## config.mk

```make
export PLATFORM = sky130hd
export DESIGN_NAME = vga_line_fetch
export DESIGN_NICKNAME = d
export VERILOG_FILES = /design/src/rtl/vga_line_fetch.sv
export SDC_FILE = /design/constraint.sdc
export NUM_CORES = 1
export LEC_CHECK = 0
export ABC_AREA = 1
export BUFFER_PORTS_ARGS = -buffer_cell sky130_fd_sc_hd__buf_2
export CORE_MARGIN = 2
export CORE_UTILIZATION = 45
export DETAILED_ROUTE_END_ITERATION = 10
export HOLD_SLACK_MARGIN = 0.06
export PLACE_DENSITY = 0.79
export SKIP_CTS_REPAIR_TIMING = 1
export SYNTH_ARGS = -nofsm -noshare
export SYNTH_HDL_FRONTEND = slang
export SYNTH_SLANG_ARGS = --single-unit
```

## constraint.sdc

```tcl
create_clock -name i_clk_sys -period 3.3 [get_ports i_clk_sys]
set_input_delay 0.495 -clock i_clk_sys [delete_from_list [all_inputs] [get_ports i_clk_sys]]
set_output_delay 0.495 -clock i_clk_sys [all_outputs]
set_load 0.01 [all_outputs]
```

## src/rtl/vga_line_fetch.sv

```systemverilog
// vga_line_fetch: keeps the ping-pong VGA line RAM filled one line ahead of scan-out
module vga_line_fetch #(
  parameter int PIX_PER_LINE = 640,
  parameter int FIRST_LINE   = 30,
  parameter int LAST_LINE    = 509,
  parameter int ADDR_W       = 19
) (
  input  logic              i_clk_sys,
  input  logic              i_rst,
  input  logic              i_enable,
  input  logic              i_line_start,
  input  logic [9:0]        i_line_num,
  output logic              o_rd_req,
  output logic [ADDR_W-1:0] o_rd_addr,
  input  logic              i_rd_ack,
  input  logic [15:0]       i_rd_data,
  output logic              o_ram_wen,
  output logic [10:0]       o_ram_waddr,
  output logic [15:0]       o_ram_wdata,
  output logic              o_disp_bank,
  output logic              o_busy,
  output logic              o_underrun,
  input  logic              i_err_clr
);
  typedef enum logic {IDLE, REQ} state_t;
  state_t            r_state;
  logic [9:0]        r_pix;
  logic [ADDR_W-1:0] r_rd_addr;
  logic              r_tbank;
  logic              r_ram_wen;
  logic [10:0]       r_ram_waddr;
  logic [15:0]       r_ram_wdata;
  logic              r_disp_bank;
  logic              r_underrun;
  logic              w_in_win;
  logic              w_start;
  logic [9:0]        w_row;
  logic [ADDR_W-1:0] w_base;
  logic              w_ack;
  logic              w_last;
  logic              w_abort;
  assign w_in_win = (i_line_num >= 10'(FIRST_LINE - 1)) && (i_line_num <= 10'(LAST_LINE - 1));
  assign w_start  = i_line_start & i_enable & w_in_win;
  assign w_row    = i_line_num - 10'(FIRST_LINE - 1);
  // row*640 as two shifts so no multiplier is needed
  assign w_base   = (ADDR_W'(w_row) << 9) + (ADDR_W'(w_row) << 7);
  assign w_ack    = (r_state == REQ) & i_rd_ack;
  assign w_last   = w_ack & (r_pix == 10'(PIX_PER_LINE - 1));
  // a line start that finds the fetch unfinished kills it, unless the final ack lands the same cycle
  assign w_abort  = i_line_start & (r_state == REQ) & ~w_last;
  // fetch sequencer: latch target bank and row base on start, walk pixels on each accepted ack
  always_ff @(posedge i_clk_sys or posedge i_rst) begin
    if (i_rst) begin
      r_state   <= IDLE;
      r_pix     <= '0;
      r_rd_addr <= '0;
      r_tbank   <= 1'b0;
    end else if (w_start) begin
      r_state   <= REQ;
      r_pix     <= '0;
      r_rd_addr <= w_base;
      r_tbank   <= r_disp_bank;
    end else if (w_last || w_abort) begin
      r_state   <= IDLE;
    end else if (w_ack) begin
      r_pix     <= r_pix + 10'd1;
      r_rd_addr <= r_rd_addr + 1'b1;
    end
  end
  // line RAM write one cycle after each ack, bank flip per line, sticky underrun with set priority
  always_ff @(posedge i_clk_sys or posedge i_rst) begin
    if (i_rst) begin
      r_ram_wen   <= 1'b0;
      r_ram_waddr <= '0;
      r_ram_wdata <= '0;
      r_disp_bank <= 1'b0;
      r_underrun  <= 1'b0;
    end else begin
      r_ram_wen   <= w_ack & ~w_abort;
      r_ram_waddr <= w_ack ? {r_tbank, r_pix} : r_ram_waddr;
      r_ram_wdata <= w_ack ? i_rd_data : r_ram_wdata;
      r_disp_bank <= i_line_start ? ~r_disp_bank : r_disp_bank;
      r_underrun  <= w_abort | (r_underrun & ~i_err_clr);
    end
  end
  assign o_rd_req    = (r_state == REQ);
  assign o_rd_addr   = r_rd_addr;
  assign o_ram_wen   = r_ram_wen;
  assign o_ram_waddr = r_ram_waddr;
  assign o_ram_wdata = r_ram_wdata;
  assign o_disp_bank = r_disp_bank;
  assign o_busy      = (r_state == REQ) | r_ram_wen;
  assign o_underrun  = r_underrun;
endmodule

```

==> impl_metrics.json <==
{
  "ant_nets": 0,
  "area_growth_pct": 19.7,
  "hold_class": "primary input to flop",
  "wl_met1_mm": 3.68,
  "core_sq_um": 7730,
  "cts_made_buffers": 9,
  "p_leak_nw": 2.17,
  "clock_latency_ps": 340,
  "cts_sinks": 61,
  "grt_max_degree": 45,
  "p_total_mw": 2.92,
  "syn_avg_cell_area_sq_um": 7.81,
  "maxCapViolations": 0,
  "slew_headroom_pct": 40.0,
  "ys.flop_type": "dfrtp_1",
  "period_share_pct": 77.9,
  "ys_seq_area_share_pct": 42.4,
  "die_w_um": 93.4,
  "worstMarginPinSlew_ps": 899,
  "yosysMostFrequentCell": "nand2_1",
  "p_per_area_nw_per_um2": 677,
  "path_cells": "buf_2, inv_1, ha_1, xnor2_1, ha_1, inv_1, fa_1, o21ai_0, a21o_1, nand2_1, nand2_2, nand2_2, nand2_2, nand2_1, nand2_1, nand3_1, a21oi_1",
  "drive_gt1_share_pct": 25.4,
  "synth_area_sq_um": 3600,
  "wire_per_inst_um": 12.9,
  "nFillCells": 743,
  "tritoncts": "yes",
  "grt_pass1_vias": 3179,
  "async_flop_share_pct": 100,
  "r2r_start": "o_rd_req",
  "drtPass1Iterations": 4,
  "drt_iter0_drc": 157,
  "num_vias": 3291,
  "track_usage_pct": 20.4,
  "ys_warn_count": 0,
  "io-pin-count": 83,
  "cp_slowest_cell": "fa_1",
  "yosys.area.top_type": "dfrtp_1",
  "placed_cells": 634,
  "antenna_found_initial": 0,
  "hpwl_mm": 6.27,
  "slew_violations": 0,
  "grt_overflow": 0,
  "portBuffers": 82,
  "cp-start-kind": "primary input",
  "rows": 32,
  "yosysUniqueCellTypes": 43,
  "drcViolationCount": 0,
  "slowest_delay_ps": 420,
  "end_kind": "flop",
  "gp_congestion": 0.857,
  "stdcell_count": 650,
  "die_area_sq_um": 8730,
  "peakVddDrop_v": 0.000222,
  "synth_top_area_share_pct": 42.4,
  "worstPathBufferInverterCount": 3,
  "setup_viol": 0,
  "max_clock_freq_mhz": 389,
  "synth_common_cells": "134 x nand2_1, 61 x dfrtp_1, 42 x inv_1, 29 x nand3_1, 28 x nor2_1",
  "fin_crit_ps": 2570,
  "hold_start": "i_err_clr",
  "root_buffer": "clkbuf_8",
  "fin_skew_ps": 5.95,
  "wl_met3_um": 445,
  "finalSetupTns_ps": 0,
  "rsz0062_at_grt": "false",
  "syn-num-nets": 505,
  "dieHeight_um": 93.4,
  "cp.arrival_ps": 2830,
  "top_layer": "met4",
  "clk_path_buf_depth": 2,
  "synthCells": 461,
  "synth_area_leaders": "dfrtp_1 42%, nand2_1 14%, inv_1 4.4%, nand3_1 4.0%, ha_1 3.8%",
  "cp.required_ps": 3560,
  "antenna_cells": 0,
  "worstSetupStartpoint": "i_line_num[0]",
  "grt_pass1_wl_mm": 14.2,
  "wl_met2_mm": 4.17,
  "crit_type": "primary input to flop",
  "clkSlewWorstSetupHoldPaths_ps": 60,
  "status": "complete, no violations",
  "timing_hold_violations_final": 0,
  "finalWirelength_mm": 8.37,
  "nets": 587,
  "cp_max_fo": 4,
  "initial_core_util_pct": 46.6,
  "ys_ff_latch": 61,
  "synth-edff-count": 0,
  "vias_per_cell": 5.06,
  "cp_top_family": "adder cells",
  "h-tree-depth": 3
}
final cells by class:
cell class	instances	area, sq um	area share [%]
clock inverter	3	65.1	1.51
clock buffer	13	179	4.15
tap	102	128	2.96
multi-input combinational	335	1790	41.5
inverter	52	195	4.53
timing repair buffer	84	425	9.88
sequential	61	1530	35.4
kinds of logic (layout without fill, tap and decap cells):
group | Yosys count | count (layout) | share of synthesized area, %
buffers and inverters | 65 | 152 | 7.86
XOR/XNOR | 17 | 17 | 4.14
AO/OA/AOI/OAI | 69 | 69 | 10.8
AND/OR/NAND/NOR | 237 | 237 | 30.4
flip-flops | 61 | 61 | 42.4
adder cells (fa/ha/maj) | 12 | 12 | 4.38
flip-flops by register name (all words and copies together) (netlist names):
name,cells
o_rd_req,1
o_underrun,1
r_tbank,1
o_ram_wen,1
o_rd_addr,19
o_ram_waddr,11
r_pix,10
o_disp_bank,1
o_ram_wdata,16
layer usage:
layer | vias to the layer above | track usage, %
li1 | 1668 | -
met1 | 1530 | 25.0
met5 | - | 0
met4 | 0 | 8.21
met2 | 87 | 35.2
met3 | 6 | 3.71
path summary, 6_finish.rpt:
kind / cells past startpoint / endpoint / slack, ps
setup / recovery: 17 / o_rd_addr[17] / 730
hold / removal: 2 / o_underrun / 340
setup reg to reg: 7 / o_rd_addr[16] / 740
hold reg to reg: 2 / o_ram_waddr[10] / 480
max in group asynchronous: 3 / r_pix[6] / 2160
min in group asynchronous: 2 / o_ram_wdata[14] / 350
through the flow:
stage / hold slack, ps / instance area, sq um / utilization, % / setup slack, ps
3_5_place_dp: 461 / 4060 / 52.6 / 404
4_1_cts: 339 / 4310 / 55.7 / 744
3_3_place_gp: 456 / 4060 / 52.6 / 517
2_1_floorplan: 442 / 3600 / - / 781
5_1_grt: 348 / 4310 / 55.7 / 409
6_report: 343 / 4310 / 55.7 / 729
power by group:
part	total, mW	switching (mW)	internal, mW
sequential	1.18	0.204	0.981
clock	0.785	0.279	0.506
combinational	0.946	0.574	0.372
placed cells by master (no fill, tap or decap), types with 9 or more instances in the layout:
cell type	instances
xor2_1	10
a21oi_1	15
buf_2	82
nand3_1	29
inv_1	41
dfrtp_1	61
nor3_1	9
o21ai_0	24
o21ai_1	12
ha_1	11
nand2_1	134
nor2_1	28
clkbuf_8	13
inv_2	10
(Power assumes the default switching activity.)
